<file path="config.mk">
export PLATFORM = sky130hd
export DESIGN_NAME = minifloat_divider
export DESIGN_NICKNAME = d
export VERILOG_FILES = /design/src/rtl/minifloat_divider.sv
export SDC_FILE = /design/constraint.sdc
export NUM_CORES = 1
export LEC_CHECK = 0
export CELL_PAD_IN_SITES_DETAIL_PLACEMENT = 1
export CELL_PAD_IN_SITES_GLOBAL_PLACEMENT = 2
export CORE_MARGIN = 1.5
export CORE_UTILIZATION = 32
export CTS_CLUSTER_SIZE = 24
export DETAILED_ROUTE_END_ITERATION = 8
export PLACE_DENSITY = 0.77
export SLEW_MARGIN = 30
export SYNTH_ARGS = -nofsm -noshare
export SYNTH_HDL_FRONTEND = slang
export SYNTH_SLANG_ARGS = --single-unit
export TNS_END_PERCENT = 1
</file>
<file path="constraint.sdc">
create_clock -name clk -period 2.4 [get_ports clk]
set_input_delay 0.72 -clock clk [delete_from_list [all_inputs] [get_ports clk]]
set_output_delay 0.72 -clock clk [all_outputs]
set_load 0.005 [all_outputs]
</file>
<file path="src/rtl/minifloat_divider.sv">
// Sequential divider for the 8-bit minifloat format (1s/3e/4f), one quotient bit per clock.
// Optional macro ROUND_NEAREST_EN: extra quotient bit and round-half-up instead of truncation.
module minifloat_divider #(
    parameter int EXP_BIAS = 3
) (
    input  logic       clk,
    input  logic       rst,
    input  logic       in_valid,
    output logic       in_ready,
    input  logic [8:0] in1,
    input  logic [8:0] in2,
    output logic       out_valid,
    input  logic       out_ready,
    output logic [8:0] out,
    output logic [2:0] out_flags
);

`ifdef ROUND_NEAREST_EN
    localparam int Q_BITS = 7;
`else
    localparam int Q_BITS = 6;
`endif

    typedef enum logic [1:0] {S_IDLE, S_DIV, S_NORM, S_DONE} state_t;

    state_t              state_q, state_d;
    logic [5:0]          rem_q, rem_d;
    logic [4:0]          div_q, div_d;
    logic [Q_BITS-1:0]   quo_q, quo_d;
    logic [2:0]          count_q, count_d;
    logic                sign_q, sign_d;
    logic [2:0]          e1_q, e1_d, e2_q, e2_d;
    logic                z1_q, z1_d, z2_q, z2_d;
    logic                phase_q, phase_d;
    logic [3:0]          frac_q, frac_d;
    logic [5:0]          exp_q, exp_d;
    logic [8:0]          out_q, out_d;
    logic [2:0]          flags_q, flags_d;

    logic [6:0]          diff;
    logic [5:0]          rem_keep;
    logic [3:0]          frac_t;
    logic                guard;
    logic                adj;
    logic [4:0]          rounded;
    logic [5:0]          e_base;
    logic                unused_bits;

    assign unused_bits = ^{in1[8], in2[8]};

    always_ff @(posedge clk or posedge rst) begin
        if (rst) begin
            state_q <= S_IDLE;
            rem_q   <= '0;
            div_q   <= '0;
            quo_q   <= '0;
            count_q <= '0;
            sign_q  <= 1'b0;
            e1_q    <= '0;
            e2_q    <= '0;
            z1_q    <= 1'b0;
            z2_q    <= 1'b0;
            phase_q <= 1'b0;
            frac_q  <= '0;
            exp_q   <= '0;
            out_q   <= '0;
            flags_q <= '0;
        end else begin
            state_q <= state_d;
            rem_q   <= rem_d;
            div_q   <= div_d;
            quo_q   <= quo_d;
            count_q <= count_d;
            sign_q  <= sign_d;
            e1_q    <= e1_d;
            e2_q    <= e2_d;
            z1_q    <= z1_d;
            z2_q    <= z2_d;
            phase_q <= phase_d;
            frac_q  <= frac_d;
            exp_q   <= exp_d;
            out_q   <= out_d;
            flags_q <= flags_d;
        end
    end

    // One restoring step: the kept remainder is always below D, so the shift cannot overflow.
    assign diff     = {1'b0, rem_q} - {2'b00, div_q};
    assign rem_keep = diff[6] ? rem_q : diff[5:0];

    always_comb begin
`ifdef ROUND_NEAREST_EN
        if (quo_q[6]) begin
            frac_t = quo_q[5:2];
            guard  = quo_q[1];
            adj    = 1'b0;
        end else begin
            frac_t = quo_q[4:1];
            guard  = quo_q[0];
            adj    = 1'b1;
        end
`else
        guard = 1'b0;
        if (quo_q[5]) begin
            frac_t = quo_q[4:1];
            adj    = 1'b0;
        end else begin
            frac_t = quo_q[3:0];
            adj    = 1'b1;
        end
`endif
        e_base  = 6'(e1_q) - 6'(e2_q) + 6'(EXP_BIAS) - {5'b0, adj};
        rounded = {1'b0, frac_t} + {4'b0, guard};
    end

    always_comb begin
        state_d = state_q;
        rem_d   = rem_q;
        div_d   = div_q;
        quo_d   = quo_q;
        count_d = count_q;
        sign_d  = sign_q;
        e1_d    = e1_q;
        e2_d    = e2_q;
        z1_d    = z1_q;
        z2_d    = z2_q;
        phase_d = phase_q;
        frac_d  = frac_q;
        exp_d   = exp_q;
        out_d   = out_q;
        flags_d = flags_q;

        case (state_q)
            S_IDLE: begin
                if (in_valid) begin
                    rem_d   = {2'b01, in1[3:0]};
                    div_d   = {1'b1, in2[3:0]};
                    quo_d   = '0;
                    count_d = '0;
                    sign_d  = in1[7] ^ in2[7];
                    e1_d    = in1[6:4];
                    e2_d    = in2[6:4];
                    z1_d    = (in1[6:0] == 7'd0);
                    z2_d    = (in2[6:0] == 7'd0);
                    phase_d = 1'b0;
                    state_d = ((in1[6:0] == 7'd0) || (in2[6:0] == 7'd0)) ? S_NORM : S_DIV;
                end
            end
            S_DIV: begin
                quo_d   = {quo_q[Q_BITS-2:0], ~diff[6]};
                rem_d   = {rem_keep[4:0], 1'b0};
                count_d = count_q + 3'd1;
                if (count_q == 3'(Q_BITS - 1)) begin
                    state_d = S_NORM;
                end
            end
            S_NORM: begin
                // First cycle normalises/rounds, second applies specials and saturation.
                if (!phase_q) begin
                    frac_d  = rounded[3:0];
                    exp_d   = e_base + {5'b0, rounded[4]};
                    phase_d = 1'b1;
                end else begin
                    state_d = S_DONE;
                    flags_d = 3'b000;
                    if (z2_q) begin
                        out_d   = {1'b0, sign_q, 7'h7F};
                        flags_d = 3'b100;
                    end else if (z1_q) begin
                        out_d   = {1'b0, sign_q, 7'h00};
                    end else if ($signed(exp_q) > 6'sd7) begin
                        out_d   = {1'b0, sign_q, 7'h7F};
                        flags_d = 3'b010;
                    end else if ($signed(exp_q) < 6'sd0 || (exp_q == 6'd0 && frac_q == 4'd0)) begin
                        out_d   = {1'b0, sign_q, 7'h00};
                        flags_d = 3'b001;
                    end else begin
                        out_d   = {1'b0, sign_q, exp_q[2:0], frac_q};
                    end
                end
            end
            S_DONE: begin
                if (out_ready) begin
                    state_d = S_IDLE;
                end
            end
            default: state_d = S_IDLE;
        endcase
    end

    assign in_ready  = (state_q == S_IDLE);
    assign out_valid = (state_q == S_DONE);
    assign out       = out_q;
    assign out_flags = flags_q;

endmodule
</file>
After elaboration in Yosys (flattened, before gate mapping)
Cells that the tools add are included.
{ "classes": {"n_addsub": 5, "eq_ne": 8, "order_cmp": 2, "bitwise_logic": 3, "n_reduce_logical": 16, "n_mux": 25} }
{ "ops": {"columns": ["operator", "count"], "rows": [
  ["7-bit two-way mux", 4],
  ["6-bit one-hot mux with 2 select lines", 2],
  ["7-bit zero test", 2],
  ["2-bit two-way mux", 7],
  ["6-bit two-way mux", 2],
  ["2-bit AND reduction", 5],
  ["2-bit one-hot mux with 4 select lines", 1],
  ["6-bit by 5-bit subtractor with 7-bit output", 1],
  ["6-bit by 4-bit greater-than comparator with 1-bit output, second input constant", 1],
  ["6-bit zero test", 1],
  ["6-bit by 1-bit < comparator with 1-bit output, second input constant", 1],
  ["3-bit two-way mux", 2],
  ["2-bit inequality test, second input constant", 3],
  ["3-bit one-hot mux with 2 select lines", 1],
  ["5-bit by 2-bit subtractor with 6-bit output", 1],
  ["4-bit by 3-bit adder with 5-bit output, second input constant", 1],
  ["5-bit two-way mux", 1],
  ["2-bit equality test, second input constant", 2],
  ["4-bit zero test", 1],
  ["4-bit two-way mux", 1],
  ["4-bit AND reduction", 1],
  ["2-bit nonzero test", 2],
  ["3-bit by 3-bit subtractor with 4-bit output", 1],
  ["3-bit by 1-bit adder with 3-bit output, second input constant", 1],
  ["other kinds (10)", 14]
]} }
{ "totals": {"out_inout_bits": 14, "ff_bits": 53, "wordCells": 74} }

Logic depth before layout (Yosys ltp)
Gate-level depths: netlist (run 1).
{ "depth": {"depth_word": 7, "ltp_mapped": 10, "depth_no_buf": 10} }

Worst setup path before layout (run 1)
Ideal clock, no wire load.
{ "synth_timing": {"path_type": "flip-flop to flip-flop", "start": "reg e1_q[0]", "end": "reg exp_q[3]", "period_less_slack_ns": 2.200, "stages_incl_launch_ff": 11, "slack_ns": 0.200, "required_ns": 2.317, "path_buffers": 0, "t_arrival_ns": 2.117, "cell_sequence": "dfrtp_1 -> inv_1 -> ha_1 -> inv_1 -> fa_1 -> inv_1 -> ha_1 -> fa_1 -> inv_1 -> ha_1 -> o21ai_0"} }
{ "synth_between": {"elab_chain_cells": 3} }
{ "synth_rtl": {"columns": ["item", "line", "text"], "rows": [
  ["start: declaration", "32", "logic [2:0] e1_q, e1_d, e2_q, e2_d;"],
  ["start signal: assignment", "59", "e1_q <= '0;"],
  ["start signal: assignment", "75", "e1_q <= e1_d;"],
  ["3-bit by 3-bit subtractor with 4-bit output", "112", "e_base = 6'(e1_q) - 6'(e2_q) + 6'(EXP_BIAS) - {5'b0, adj};"],
  ["4-bit by 3-bit adder with 5-bit output", "112", null],
  ["5-bit by 2-bit subtractor with 6-bit output", "112", null],
  ["end signal: assignment", "81", "exp_q <= exp_d;"],
  ["end: declaration", "36", "logic [5:0] exp_q, exp_d;"]
]} }
Every way passes these cells.
A chain may end at the register's enable or synchronous reset.

Worst setup path after layout (run 1)
Same ends and word-level chain as after synthesis.

==> results of run 1 <==
[cells by family (layout without fill, tap and decap cells)]
logic type                 count (synthesis)  count (layout)  share of synthesized area (%)
muxes                                     26              26                          10.18
adders and majority gates                 21              21                          10.31
xor gates and xnor gates                   4               4                          1.267
other                                      1               1                         0.1356
DFF                                       53              53                          47.94
buffers and inverters                     31              67                          4.523
AOI/OAI and AO/OA                         59              59                          14.20
and+or+nand+nor                           68              68                          11.44
[per-layer routing]
| metal | up-vias | part of all wire [%] |
|---|---|---|
| met4 | 0 | 1.0 |
| met1 | 991 | 46 |
| li1 | 982 | - |
| met3 | 7 | 3.0 |
| met2 | 35 | 50 |
| met5 | - | 0 |
[synth_stat cells, drive strengths merged, types with 2 or more instances]
cell,number,share of area (%)
a31oi,3,0.68
xnor2,2,0.63
ha,18,8.1
mux2i,9,3.3
o21ai,18,3.7
a21oi,15,2.7
nor2b,2,0.45
a22o,9,2.8
nand3,2,0.36
nor2,12,1.6
clkbuf,7,0.95
xor2,2,0.63
dfrtp,53,48
mux2,17,6.9
nor4,3,0.68
o32ai,2,0.63
inv,18,2.4
a211oi,2,0.72
nor3,6,1.1
nand2,29,3.9
a21o,2,0.59
buf,6,1.1
nand2b,9,2.0
fa,3,2.2
[cells in the final DEF (no fill, tap or decap), drive strengths merged, types with 2 or more instances in the layout]
cell type / Yosys / routed
mux2i: 9 / 9
a211oi: 2 / 2
inv: 18 / 18
xnor2: 2 / 2
dfrtp: 53 / 53
nor4: 3 / 3
nand2b: 9 / 9
fa: 3 / 3
nand2: 29 / 29
a22o: 9 / 9
a21o: 2 / 2
nor3: 6 / 6
buf: 6 / 9
ha: 18 / 18
xor2: 2 / 2
nor2b: 2 / 2
bufinv: 0 / 2
a21oi: 15 / 15
mux2: 17 / 17
clkdlybuf4s50: 0 / 32
clkbuf: 7 / 5
a31oi: 3 / 3
nor2: 12 / 12
o21ai: 18 / 18
o32ai: 2 / 2
nand3: 2 / 2
[flip-flops by register name, indices dropped and copies added, names as in the netlist, 4 cells and up]
signal / flops
frac_q: 4
exp_q: 6
div_q: 5
quo_q: 6
rem_q: 6
out: 8
[through the flow]
| step | hold slack (ns) | utilization (%) | worst slack (ns) | area [um^2] |
|---|---|---|---|---|
| floorplan | 0.4175 | - | 0.2000 | 2766 |
| global placement | 0.4481 | 39.05 | 0.1018 | 3241 |
| detailed placement | 0.4557 | 39.05 | 0.08931 | 3241 |
| CTS | 0.4787 | 40.66 | 0.09241 | 3374 |
| global route | 0.5006 | 40.69 | 0.002699 | 3377 |
| finish | 0.4708 | 40.69 | 0.1584 | 3377 |
[power groups by stage]
stage	clock [uW]	sequential [uW]	combinational [uW]
2_1_floorplan	0	1480	1710
3_3_place_gp	0	1550	2320
3_5_place_dp	0	1570	2410
4_1_cts	745	1550	2430
5_1_grt	777	1610	2750
6_report	716	1540	2380
[worst min-delay path, stage by stage (launching register included)]
cell and delay (ns):
dfrtp_1 0.35, nand2_1 0.05, nand2_1 0.05
[how the worst max path moves through the flow]
stage,startpoint,to,cells past startpoint
3_5_place_dp,in_valid,state_q[1]$_DFFE_PP0P_,5
3_3_place_gp,in_valid,state_q[1]$_DFFE_PP0P_,5
4_1_cts,e1_q[0]$_DFFE_PP0P_,exp_q[3]$_DFFE_PP0P_,10
2_1_floorplan,e1_q[0]$_DFFE_PP0P_,exp_q[3]$_DFFE_PP0P_,10
6_report,e1_q[0]$_DFFE_PP0P_,exp_q[3]$_DFFE_PP0P_,10
5_1_grt,e1_q[0]$_DFFE_PP0P_,exp_q[3]$_DFFE_PP0P_,10
[what timing repair did]
item	4_1_cts	5_1_grt
hold endpoints to repair	0	0
gates resized for setup	0	3
endpoints found under the setup margin	0	1
hold buffers	0	0
[area by class of cell]
class                   count  area [um^2]  share of cell area, %
well taps                 105        131.4                  3.890
repair buffers             41        400.4                  11.86
flip-flops and latches     53         1326                  39.27
inverters                  18        67.56                  2.001
clock buffers               5        68.82                  2.038
clock inverters             3        65.06                  1.927
multi-input cells         179         1318                  39.01
==> summary.md, run 1 <==
| Metric | Value |
|---|---|
| Status | `finished, final reports clean` |
| Worst-margin pin slew | `~0.54 ns` |
| Post-route ant nets | `0` |
| Hold Violations, Final | `0` |
| Worst-skew pair later-pin latency | `0.31 ns` |
| R2R Setup Slk | `0.16 ns` |
| Synthesized instance count | `about 260` |
| WHS Path Cells | `2` |
| Most Frequent Cell on Critical Path | `inv_1` |
| Fmax | `around 450 MHz` |
| Share of layout cells above drive strength 1 | `~13%` |
| Top delay family on crit path | `adder cells` |
| Initial Util | `between 30% and 40%` |
| Core ar. | `8299 um^2` |
| Worst Reg-to-Reg Cells | `10` |
| First-pass DRT Iterations | `3` |
| Drt via density | `4.988` |
| Gate power share | `51.3%` |
| Period minus WS final | `2.242 ns` |
| Total Nets Final | `about 340` |
| Met2 Use GR | `roughly 25%` |
| N_diodes | `0` |
| Clk sinks | `53` |
| Routability cong. | `0.7443` |
| Worst hold path endpoint | `out_flags[0]$_DFFE_PP0P_` |
| Initial antenna violation count | `0` |
| Ys Warns | `0` |
| Layer with the highest usage | `met2` |
| Die ar. | `just over 9000 um^2` |
| Final-layout fill cell count | `925` |
| Global Route met1 Usage | `16.89%` |
| Inst Count DP | `396` |
| Netlist Area Pre-Place | `2766 um^2` |
| Main synth FF type | `dfrtp_1` |
| M3 GR Usage | `3.002%` |
| Crit Path Max Fanout | `2` |
| Max-cap violations | `0` |
| Clock buffer count from CTS | `5` |
| RSZ-0062 raised after global routing | `no` |
| Sw Pwr | `1778 uW` |
| Setup tns final | `0 ns` |
| Crit-path slowest cell | `fa_1` |
| Critical path type | `flop to flop` |
| Reg-to-reg endpoint | `exp_q[3]$_DFFE_PP0P_` |
| Routed wire length per instance | `14.28 um` |
| Max_slew headroom | `64.20%` |
| Power Internal | `2865 uW` |
| HP Class | `flop to flop` |
| Crit-path cells | `inv_1 -> ha_1 -> inv_2 -> fa_1 -> inv_1 -> ha_2 -> fa_1 -> inv_1 -> ha_1 -> o21ai_1` |
| Buf/Inv on CP | `4` |
| Die H | `95.98 um` |
| Vias in the first global route | `2,064` |
| Post-synth EDFFs | `0` |
| Design Power | `4643 uW` |
| Clk_skew | `0.007616 ns` |
| Unique masters post-synth | `43` |
| Peak supply drop | `491.4 uV` |
| #FFs+latches synth | `53` |
| Cell Rows | `33` |
| Die X | `between 90 and 100 um` |
| Sw frac | `a little under two fifths` |
| PortBufs | `32` |
| H-tree depth | `2` |
| FF-to-FF Start | `e1_q[0]$_DFFE_PP0P_` |
| HP Start | `out_flags[0]$_DFFE_PP0P_` |
| Crit path arrival time | `2.48 ns` |
| CP endpoint kind | `flop` |
| Total grt overflow | `0` |
| Leak | `roughly 0.0015 uW` |
| P per Cell Area | `roughly 1400 nW/um^2` |
| Layout area overhead | `22.07%` |
| Io pins | `36` |
| Vias post-DR | `2,015` |
| Max incr delay on CP | `around 0.53 ns` |
| Residual DRC | `0` |
| Worst Path Required | `2.64 ns` |
| Max-slew violation count | `0` |
| CTS tree | `built` |
| Root Buffer | `clkbuf_8` |
| Post-CTS setup buffers | `0` |
| Largest net degree at the start of global routing | `54` |
| Total track usage | `13.95%` |
| Synthesized net count | `306` |
| Fin cells | `slightly above 400` |
| Tcrit/Tclk final | `93.40%` |
| Clock share of power | `15.4%` |
| Total Wirelength | `5.769 mm` |
| Seq pwr share | `33.2%` |
| Sequential element share of the synthesized area | `47.94%` |
| Drt initial violations | `between 50 and 60` |
| Final setup viols | `0` |
| Reg clk slew, reported paths | `around 0.10 ns` |
| DP HPWL | `4.374 mm` |
| Max Root-Sink Buffers | `2` |
| Asr flop ratio synth | `100.0%` |
| Startpoint Class | `flop` |
| Post-Syn Area per Cell | `10.52 um^2` |
| Global-route wire length before repair | `9.839 mm` |
Note: power is estimated with default switching activity, not from simulation.
==> inputs of run 2 (changes only) <==
--- a/config.mk
+++ b/config.mk
@@ -7,11 +7,11 @@
 export LEC_CHECK = 0
 export CELL_PAD_IN_SITES_DETAIL_PLACEMENT = 1
 export CELL_PAD_IN_SITES_GLOBAL_PLACEMENT = 2
-export CORE_MARGIN = 1.5
+export CORE_MARGIN = 10
 export CORE_UTILIZATION = 32
 export CTS_CLUSTER_SIZE = 24
 export DETAILED_ROUTE_END_ITERATION = 8
-export PLACE_DENSITY = 0.77
+export PLACE_DENSITY = 0.85
 export SLEW_MARGIN = 30
 export SYNTH_ARGS = -nofsm -noshare
 export SYNTH_HDL_FRONTEND = slang
==> run 2 against run 1 <==
Against the previous run: routed wire length is 6.0% higher; via count is the same; core utilization fell by 0.42 points; highest routed layer unchanged.
==> summary.md, run 2 (synthesis results as in run 1) <==
| Metric | Value |
|---|---|
| Status | `finished, final reports clean` |
| PortBufs | `32 (unchanged)` |
| Cell Rows | `33 (unchanged)` |
| Die ar. | `12,760 um^2 (+39%)` |
| HP Class | `flop to flop` |
| Max-cap violations | `0 (unchanged)` |
| FF-to-FF Start | `e1_q[0]$_DFFE_PP0P_` |
| Tcrit/Tclk final | `93.56% (+0.17 points)` |
| Crit Path Max Fanout | `2 (unchanged)` |
| First-pass DRT Iterations | `4 (+1)` |
| Core ar. | `8299 um^2 (unchanged)` |
| Max_slew headroom | `62.19% (-2.0 points)` |
| Total Wirelength | `6.117 mm (+6.0%)` |
| Leak | `0.001486 uW (-1.1%)` |
| Crit path arrival time | `2.49 ns (about the same)` |
| RSZ-0062 raised after global routing | `no` |
| Setup WS pre-CTS | `0.04651 ns (-0.04280 ns)` |
| Sw frac | `39.20% (+0.90 points)` |
| Setup crit start | `e1_q[0]$_DFFE_PP0P_` |
| Gate power share | `52.1% (+0.8 points)` |
| Sw Pwr | `1794 uW (+0.87%)` |
| P per Cell Area | `1369 nW/um^2 (-0.42%)` |
| Clock share of power | `14.1% (-1.3 points)` |
| Power Internal | `2782 uW (-2.9%)` |
| Fin cells | `402 (-0.50%)` |
| Die X | `113.0 um (+18%)` |
| Max reg flops | `8 (unchanged)` |
| Commonest non-fill, non-tap cells in the layout | `dfrtp_1 (53), clkdlybuf4s50_1 (32), nand2_1 (29)` |
| H-tree depth | `2 (unchanged)` |
| Post-route ant nets | `0 (unchanged)` |
| Crit path setup slack, layout | `0.1544 ns (-0.003965 ns)` |
| Share of layout cells above drive strength 1 | `11.78% (-1.6 points)` |
| Root Buffer | `clkbuf_8` |
| Routability cong. | `0.7238 (-2.8%)` |
| CP endpoint kind | `flop` |
| Drt via density | `5.012 (+0.50%)` |
| Worst-margin pin slew | `0.5658 ns (+0.03018 ns)` |
| Clk sinks | `53 (unchanged)` |
| Worst-skew pair later-pin latency | `0.31 ns (about the same)` |
| Worst Reg-to-Reg Cells | `10 (unchanged)` |
| Post-CTS setup buffers | `0 (unchanged)` |
| Routed wire length per instance | `15.22 um (+6.6%)` |
| Die H | `113.0 um (+18%)` |
| Vias post-DR | `2,015 (unchanged)` |
| Fmax | `445.3 MHz (-0.18%)` |
| Period minus WS final | `2.246 ns (+0.003965 ns)` |
| Setup tns final | `0 ns (unchanged)` |
| Seq pwr share | `33.8% (+0.6 points)` |
| Peak supply drop | `499.3 uV (+1.6%)` |
| Initial antenna violation count | `0 (unchanged)` |
| R2R Setup Slk | `0.15 ns (about the same)` |
| Drt initial violations | `79 (+52%)` |
| Global-route wire length before repair | `10.64 mm (+8.1%)` |
| Residual DRC | `0 (unchanged)` |
| Max-slew violation count | `0 (unchanged)` |
| N_diodes | `0 (unchanged)` |
| Total grt overflow | `0 (unchanged)` |
| Most common cell after layout, fill and taps aside | `dfrtp_1` |
| Reg-to-reg endpoint | `exp_q[3]$_DFFE_PP0P_` |
| Final setup viols | `0 (unchanged)` |
| Startpoint Class | `flop` |
| Hold Violations, Final | `0 (unchanged)` |
| Initial Util | `33.33% (unchanged)` |
| Critical path type | `flop to flop` |
| Inst Count DP | `394 (-0.51%)` |
| Largest net degree at the start of global routing | `54 (unchanged)` |
| Io pins | `36 (unchanged)` |
| # hold bufs at CTS | `0 (unchanged)` |
| Vias in the first global route | `2,234 (+8.2%)` |
| Clock buffer count from CTS | `5 (unchanged)` |
| Worst Path Required | `2.65 ns (about the same)` |
| Layout area overhead | `20.81%` |
| DP HPWL | `4.680 mm (+7.0%)` |
| Total track usage | `9.880% (-4.1 points)` |
| Clk_skew | `0.006172 ns (-0.001444 ns)` |
| Max Root-Sink Buffers | `2 (unchanged)` |
| Total Nets Final | `339 (-0.59%)` |
| Reg clk slew, reported paths | `0.10 ns (about the same)` |
| Crit path to | `exp_q[3]$_DFFE_PP0P_` |
| CTS tree | `built` |
[run 2: metrics by stage]
stage | util (%) | cell area, um^2 | hold WS [ns] | power, uW
detailed placement | 38.87 | 3226 | 0.4625 | 4000
global placement | 38.87 | 3226 | 0.4356 | 3866
CTS | 40.27 | 3342 | 0.4891 | 4645
floorplan | - | 2766 | 0.4175 | 3194
global route | 40.27 | 3342 | 0.5131 | 5053
finish | 40.27 | 3342 | 0.4806 | 4576
[run 2: cell type report]
class,count,area [um^2]
Clock buffer,7,86.33
Clock inverter,1,30.03
Fill cell,939,4957
Inverter,18,67.56
Multi-Input combinational cell,179,1315
Sequential cell,53,1326
Tap cell,105,131.4
Timing Repair Buffer,39,385.4
[run 2: repair_timing]
action	in CTS	in global routing
endpoints found under the setup margin	0	1
hold endpoints to repair	0	0
resized for setup	0	1
[run 2: layer usage]
metal | up-vias | track usage, % | part of all wire, % | wire length (um)
met3 | 6 | 3.539 | 5.2 | 321
met4 | 0 | 1.861 | 0.64 | 39
met1 | 992 | 12.76 | 48 | 2956
li1 | 975 | - | - | -
met5 | - | 0 | 0 | 0
met2 | 42 | 15.59 | 46 | 2800
[run 2: worst min-delay path by stage]
stage,startpoint,end,slack (ns),cells after the start
2_1_floorplan,div_q[4]$_DFFE_PP0P_,div_q[4]$_DFFE_PP0P_,0.42,2
3_3_place_gp,div_q[4]$_DFFE_PP0P_,div_q[4]$_DFFE_PP0P_,0.44,2
3_5_place_dp,out_flags[1]$_DFFE_PP0P_,out_flags[1]$_DFFE_PP0P_,0.46,2
4_1_cts,out_flags[0]$_DFFE_PP0P_,out_flags[0]$_DFFE_PP0P_,0.49,2
5_1_grt,out_flags[0]$_DFFE_PP0P_,out_flags[0]$_DFFE_PP0P_,0.51,2
6_report,div_q[4]$_DFFE_PP0P_,div_q[4]$_DFFE_PP0P_,0.48,2
[run 2: power groups by stage]
stage	clock (uW)	sequential (uW)	combinational, uW
2_1_floorplan	0	1480	1710
6_report	644	1550	2390
5_1_grt	696	1620	2740
3_3_place_gp	0	1560	2310
4_1_cts	652	1550	2440
3_5_place_dp	0	1570	2430
[run 2: worst max-delay path, stage by stage, from the launching register on]
cell and delay (ns):
dfrtp_1 0.39, inv_1 0.06, ha_1 0.14, inv_1 0.06
fa_1 0.51, inv_1 0.05, ha_1 0.21, fa_1 0.37
inv_1 0.07, ha_1 0.22, o21ai_1 0.12
